<file path="config.mk">
export PLATFORM = sky130hd
export DESIGN_NAME = knn_vote_ctrl
export DESIGN_NICKNAME = d
export VERILOG_FILES = /design/src/rtl/knn_vote_ctrl.sv
export SDC_FILE = /design/constraint.sdc
export NUM_CORES = 1
export LEC_CHECK = 0
export BUFFER_PORTS_ARGS = -buffer_cell sky130_fd_sc_hd__buf_4
export CAP_MARGIN = 20
export CORE_UTILIZATION = 49
export DETAILED_ROUTE_END_ITERATION = 8
export PLACE_DENSITY = 0.68
export SYNTH_ARGS = -nofsm -noshare
export SYNTH_HDL_FRONTEND = slang
export SYNTH_SLANG_ARGS = --single-unit
</file>
<file path="constraint.sdc">
create_clock -name clk -period 11.9 [get_ports clk]
set_input_delay 2.38 -clock clk [delete_from_list [all_inputs] [get_ports clk]]
set_output_delay 2.38 -clock clk [all_outputs]
set_load 0.02 [all_outputs]
</file>
<file path="src/rtl/knn_vote_ctrl.sv">
// knn_vote_ctrl: sequences the distance sorter, scans the K nearest sorted
// labels, runs a majority vote (ties go to the class with the nearest member)
// and reports the winning class with a one-cycle strobe.
module knn_vote_ctrl #(
    parameter int unsigned N       = 64,
    parameter int unsigned B       = 32,
    parameter int unsigned K       = 5,
    parameter int unsigned C       = 8,
    parameter int unsigned TIMEOUT = 256
) (
    input  logic                 clk,
    input  logic                 rst,
    input  logic                 start,
    output logic                 busy,
    output logic                 sort_done,
    input  logic                 valid_sort,
    output logic [$clog2(N)-1:0] rd_idx,
    input  logic [B-1:0]         type_in,
    output logic [B-1:0]         class_out,
    output logic                 class_valid,
    output logic                 err
);

    localparam int unsigned IW = $clog2(N);
    localparam int unsigned CW = $clog2(K + 1);
    localparam int unsigned LW = (C > 1) ? $clog2(C) : 1;
    localparam int unsigned TW = $clog2(TIMEOUT + 1);

    typedef enum logic [2:0] {
        S_IDLE, S_KICK, S_WAIT, S_SCAN, S_DECIDE, S_OUT
    } state_t;

    state_t state, state_nx;

    logic [CW-1:0] counts    [C];
    logic [IW-1:0] first_idx [C];
    logic [CW-1:0] votes;
    logic [TW-1:0] timer;
    logic          prev_vs;
    logic [LW-1:0] dec_idx;
    logic [CW-1:0] best_count;
    logic [IW-1:0] best_first;
    logic [LW-1:0] best_class;

    logic          busy_nx, sort_done_nx, class_valid_nx, err_nx;
    logic [B-1:0]  class_out_nx;

    logic          sort_edge, timer_done, scan_last, dec_last;
    logic          label_ok, take;
    logic [LW-1:0] label, win_class;
    logic [CW-1:0] cand_count;
    logic [IW-1:0] cand_first;

    // Decode helpers shared by the FSM and the datapath
    always_comb begin
        sort_edge  = valid_sort & ~prev_vs;
        timer_done = (timer == TW'(TIMEOUT - 1));
        scan_last  = (rd_idx == IW'(K - 1));
        dec_last   = (dec_idx == LW'(C - 1));
        label_ok   = (type_in < B'(C));
        label      = LW'(type_in);
        cand_count = counts[dec_idx];
        cand_first = first_idx[dec_idx];
        take       = (cand_count > best_count) ||
                     ((cand_count == best_count) && (cand_count != '0) &&
                      (cand_first < best_first));
        win_class  = take ? dec_idx : best_class;
    end

    // State register
    always_ff @(posedge clk or posedge rst) begin
        if (rst) state <= S_IDLE;
        else     state <= state_nx;
    end

    // Next-state logic
    always_comb begin
        state_nx = state;
        case (state)
            S_IDLE:   if (start) state_nx = S_KICK;
            S_KICK:   state_nx = S_WAIT;
            S_WAIT: begin
                if (sort_edge)       state_nx = S_SCAN;
                else if (timer_done) state_nx = S_OUT;
            end
            S_SCAN:   if (scan_last) state_nx = S_DECIDE;
            S_DECIDE: if (dec_last)  state_nx = S_OUT;
            S_OUT:    state_nx = S_IDLE;
            default:  state_nx = S_IDLE;
        endcase
    end

    // Output logic: next values of the registered outputs
    always_comb begin
        busy_nx        = (state_nx != S_IDLE);
        sort_done_nx   = (state_nx == S_KICK);
        class_valid_nx = (state_nx == S_OUT);
        err_nx         = 1'b0;
        class_out_nx   = class_out;
        if (state_nx == S_OUT) begin
            if ((state == S_WAIT) || (votes == '0)) begin
                class_out_nx = '1;
                err_nx       = 1'b1;
            end else begin
                class_out_nx = B'(win_class);
            end
        end
    end

    // Output registers, vote counters, timer and serial decision datapath
    always_ff @(posedge clk or posedge rst) begin
        if (rst) begin
            busy        <= 1'b0;
            sort_done   <= 1'b0;
            class_valid <= 1'b0;
            err         <= 1'b0;
            class_out   <= '0;
            rd_idx      <= '0;
            votes       <= '0;
            timer       <= '0;
            prev_vs     <= 1'b0;
            dec_idx     <= '0;
            best_count  <= '0;
            best_first  <= '1;
            best_class  <= '0;
            for (int c = 0; c < int'(C); c++) begin
                counts[c]    <= '0;
                first_idx[c] <= '0;
            end
        end else begin
            busy        <= busy_nx;
            sort_done   <= sort_done_nx;
            class_valid <= class_valid_nx;
            err         <= err_nx;
            class_out   <= class_out_nx;
            prev_vs     <= valid_sort;
            case (state)
                S_KICK: begin
                    for (int c = 0; c < int'(C); c++) begin
                        counts[c]    <= '0;
                        first_idx[c] <= '0;
                    end
                    votes      <= '0;
                    timer      <= '0;
                    rd_idx     <= '0;
                    dec_idx    <= '0;
                    best_count <= '0;
                    best_first <= '1;
                    best_class <= '0;
                end
                S_WAIT: timer <= timer + TW'(1);
                S_SCAN: begin
                    if (label_ok) begin
                        counts[label] <= counts[label] + CW'(1);
                        if (counts[label] == '0) first_idx[label] <= rd_idx;
                        votes <= votes + CW'(1);
                    end
                    rd_idx <= scan_last ? '0 : rd_idx + IW'(1);
                end
                S_DECIDE: begin
                    if (take) begin
                        best_count <= cand_count;
                        best_first <= cand_first;
                        best_class <= dec_idx;
                    end
                    dec_idx <= dec_last ? '0 : dec_idx + LW'(1);
                end
                default: ;
            endcase
        end
    end

endmodule
</file>
# Word level (Yosys, flattened, before mapping)
# Cells that the tools add are included.
[word_totals] reg_bits=145 input_bits=36 out_inout_bits=42 wordCells=116
[classes] n_addsub=5 order_cmp=6 eq_ne=13 mux=42 bitwise_logic=4 reduce_logical=16
[op_table] cell="$mux W48" n=2
[op_table] cell="$pmux W48 S2" n=1
[op_table] cell="$bwmux W48" n=1
[op_table] cell="$pmux W24 S2" n=1
[op_table] cell="$mux W3" n=14
[op_table] cell="$lt A32 B4 Y1 const B" n=1
[op_table] cell="$mux W32" n=1
[op_table] cell="$mux W6" n=5
[op_table] cell="$bwmux W24" n=1
[op_table] cell="$mux W24" n=1
[op_table] cell="$pmux W3 S2" n=4
[op_table] cell="$pmux W6 S2" n=2
[op_table] cell="$bmux W3 S3" n=2
[op_table] cell="$bmux W6 S3" n=1
[op_table] cell="$demux W6 S3" n=1
[op_table] cell="$pmux W9 S2" n=1
[op_table] cell="$pmux W3 S5" n=1
[op_table] cell="$add A3 B1 Y3 const B" n=3
[op_table] cell="$add A9 B1 Y9 const B" n=1
[op_table] cell="$demux W3 S3" n=1
[op_table] cell="$eq A3 B3 Y1 const B" n=3
[op_table] cell="$eq A9 B8 Y1 const B" n=1
[op_table] cell="$logic_not A3 Y1" n=3
[op_table] cell="$ge A4 B4 Y1 const B" n=2
[op_table] cell="other kinds (19)" n=32

# Longest topological paths before layout
[depth] depth_word=10 ltp_mapped=13 depth_no_buf=12

# Worst setup path before layout
# No wires, ideal clock.
[synth_timing] path_type="in2reg" from="input port type_in[0]" to="register first_idx[0] (netlist name)" setup_time_ns=0.141 arrival_ns=4.504 t_required_ns=11.759 slack_ns=7.255 path_stages=8 n_path_buf=2 cell_sequence="clkbuf_1 mux4_2 mux2i_1 ha_1 clkbuf_1 nand4_1 a21oi_1 o22ai_1"
[synth_via] elab_chain_cells=9 word_cells_on_any_way=18 classes_between="order compare (3); eq/ne (2); mux (9); bitwise (1); reduce/logical (3)"
[synth_rtl] element="start, declared" line_no="18" text="input logic [B-1:0] type_in,"
[synth_rtl] element="$not A3 Y4 (implied by the code)" line_no="155" text="if (counts[label] == '0) first_idx[label] <= rd_idx;"
[synth_rtl] element="$ge A4 B4 Y1 (implied by the code) or $lt A4 B1 Y1 (tied branches)" line_no="155"
[synth_rtl] element="$logic_and A1 B1 Y1 (implied by the code)" line_no="155"
[synth_rtl] element="$mux W6 (implied by the code)" line_no="155"
[synth_rtl] element="$demux W6 S3" line_no="155"
[synth_rtl] element="$bwmux W48" line_no="155"
[synth_rtl] element="$mux W48" line_no="155"
[synth_rtl] element="$mux W48" line_no="153" text="if (label_ok) begin"
[synth_rtl] element="$pmux W48 S2" line_no="137" text="case (state)"
[synth_rtl] element="end signal, assigned by index" line_no="155"
[synth_rtl] element="end, declared" line_no="36" text="logic [IW-1:0] first_idx [C];"
# Several ways; a longest one is shown, not always the timed one. The select of a mux whose other input is x is not followed.
# A chain may end at the register's enable or synchronous reset.

# Final worst setup path
[layout_timing] from="input port type_in[0]" to="register first_idx[14] (netlist name)"
# Same word-level chain as after synthesis.

==> out/qor.yml <==
status: "completed"
period_share_pct: 37.2
r2r_start: "dec_idx[2]"
p_total_mw: 1.63
area_growth_pct: 15.9
ys_warn_count: 0
worst_setup_path_start_kind: "primary input"
grt_pass1_wl_um: 27300
layout_min_cycle_time_ns: 4.43
worstHoldEndpoint: "timer[8]"
tns_ns: 0
drtAntennaViolNets: 0
dp_hpwl_um: 11400
postLayoutCoreUtil_pct: 58.0
syn_avg_cell_area_um2: 10.0
root_buffer: "clkbuf_16"
dpl_cell_area_um2: 7080
cts_buffer_depth: 2
die_w_um: 118
drt_first_pass_iters: 5
rsz0062_at_grt: "false"
grt_max_degree: 66
cap_violations: 0
setup_viol_count_final: 0
cp_max_fo: 13
worst_slew_pin_slew_ns: 0.938
antenna_found_initial: 0
drv_slew: 0
cts_tree: "yes"
insertion_delay_ns: 0.42
die-area_um2: 13900
syn_area_um2: 6600
coreArea_um2: 13200
post_cts_buffers: 0
pin_count: 78
syn_inst: 657
io_buffers: 77
ys_types: 53
postLayoutCellArea_um2: 7650
maxSlewHeadroom_pct: 37.5
worst_slack_ns: 7.47
hold_class: "register to register"
crit_path_end_kind: "register"
ctsResizeCount: 0
arrival_ns: 4.70
reg2reg_slack_ns: 7.56
ys_async_sr_fraction_pct: 100
synth_nets: 711
post-place-cells: 853
gr-total-overflow: 0
yosys_most_used_dff: "dfrtp_1"
finClkSkew_ns: 0.00597
min_from: "timer[8]"
grtUsageTotal_pct: 25.4
critPathKind: "primary input to register"
die_h_um: 118
clkTransAtPathRegs_ns: 0.05
antenna_cells: 0
vias_per_cell: 6.07
clock-sinks: 117
fmax_mhz: 226
p_leak_nw: 3.47
cp.required_ns: 12.17
reg2reg_to: "best_first[3]"
layoutNonFillerInstCount: 884
rr_worst_depth: 10
drt-wirelength-per-cell_um: 18.7
htree_num_levels: 4
hold_ws_ns: 0.479
hold_viol_final: 0
gp_congestion: 0.875
drive_gt1_share_pct: 20.3
start_util_pct: 50.1
grt_pass1_vias: 5260
vias: 5363
synth-edff-count: 0
dp_slack_ns: 7.10
rows: 42
vdd_drop_max_v: 0.000108
ys_seq_area_share_pct: 44.5
drc: 0
holdPathStages: 2
powerDensity_nw_per_um2: 214
num-nets-final: 750
drt_iter0_markers: 566
ys_ff_latch: 117
cts_made_buffers: 17
routed_wirelength_um: 16500
crit_start: "type_in[0]"
ctsHoldBuffers: 0
metal layers:
layer,track usage [%],wire (µm)
met1,33.3,7150
met2,39.0,7910
met3,6.78,961
met4,12.4,509
met5,0,0
cell usage in the layout, fill, tap and decap left out, types with 7 or more instances in the layout:
master	n
nand3_1	36
o2bb2ai_1	22
buf_4	83
mux2_2	11
a21oi_1	9
ha_1	18
o22ai_1	17
nand2_1	73
mux4_1	9
o211ai_1	22
nor4_1	8
mux4_2	10
and3_1	7
o21ai_0	56
nand2b_1	7
mux2i_1	19
a22o_1	12
dfrtp_1	111
clkbuf_16	17
nand4_1	14
nor2_1	28
inv_1	36
report_power, final:
group          internal (mW)  switching (mW)  leakage, nW
clock                  0.318           0.172        0.280
combinational          0.235           0.360         1.66
sequential             0.471          0.0774         1.52
total                   1.02           0.610         3.47
state kept, by name, indices dropped and copies added, names as in the netlist:
signal	flops
best_count	3
dec_idx	3
state	3
class_valid	1
best_first	6
sort_done	1
prev_vs	1
rd_idx	6
busy	1
votes	3
timer	9
first_idx	48
counts	24
err	1
class_out	4
best_class	3
kinds of logic (layout without fill, tap and decap cells):
family / after synthesis / count (layout) / synth area share, %
and+or+nand+nor: 206 / 206 / 15.5
adders and majority gates: 18 / 18 / 3.41
buffers and inverters: 100 / 151 / 7.64
DFF: 117 / 117 / 44.5
AOI/OAI and AO/OA: 163 / 163 / 16.8
xor gates and xnor gates: 4 / 4 / 0.531
muxes: 49 / 49 / 11.7
cells in the mapped netlist (all sizes together), types with 3 or more instances:
cell type	number	area (µm²)
and3	7	43.8
a311oi	3	26.3
o211ai	22	165
mux2	11	124
clkbuf	32	120
xor2	3	26.3
dfstp	6	158
buf	31	245
mux2i	19	190
a22oi	4	30.0
nand4	14	87.6
nor2	28	105
nor3	7	46.3
inv	37	139
o2bb2ai	22	193
ha	18	225
dfrtp	111	2780
nand2	73	274
a21oi	9	45.0
nand3	36	180
o21ai	56	280
nor2b	5	31.3
or2	3	18.8
nand2b	7	43.8
nor4	8	50.1
a22o	12	105
o22ai	17	106
and2	7	43.8
mux4	19	462
a21o	6	45.0
area by class of cell:
| type | instances | area [µm²] |
|---|---|---|
| clock buffers | 28 | 527 |
| clock inverters | 3 | 40.0 |
| fillers | 1128 | 5540 |
| inverters | 37 | 141 |
| multi-input cells | 440 | 3160 |
| flip-flops and latches | 117 | 2940 |
| well taps | 176 | 220 |
| repair buffers | 83 | 623 |
worst max-delay path: stages:
cell     delay (ns)
buf_4          0.17
mux4_2         0.52
mux2i_1        0.29
ha_1           0.36
nand4_1        0.33
a21oi_1        0.46
o22ai_1        0.17
worst max-delay path by stage:
stage               slack [ns]            end  cells past startpoint
floorplan                 6.43  best_class[0]                      1
global placement          7.25  first_idx[25]                      7
detailed placement        7.10  first_idx[15]                      7
CTS                       7.50  first_idx[14]                      7
global route              7.27  first_idx[18]                      7
finish                    7.47  first_idx[14]                      7
(Power assumes the default switching activity.)
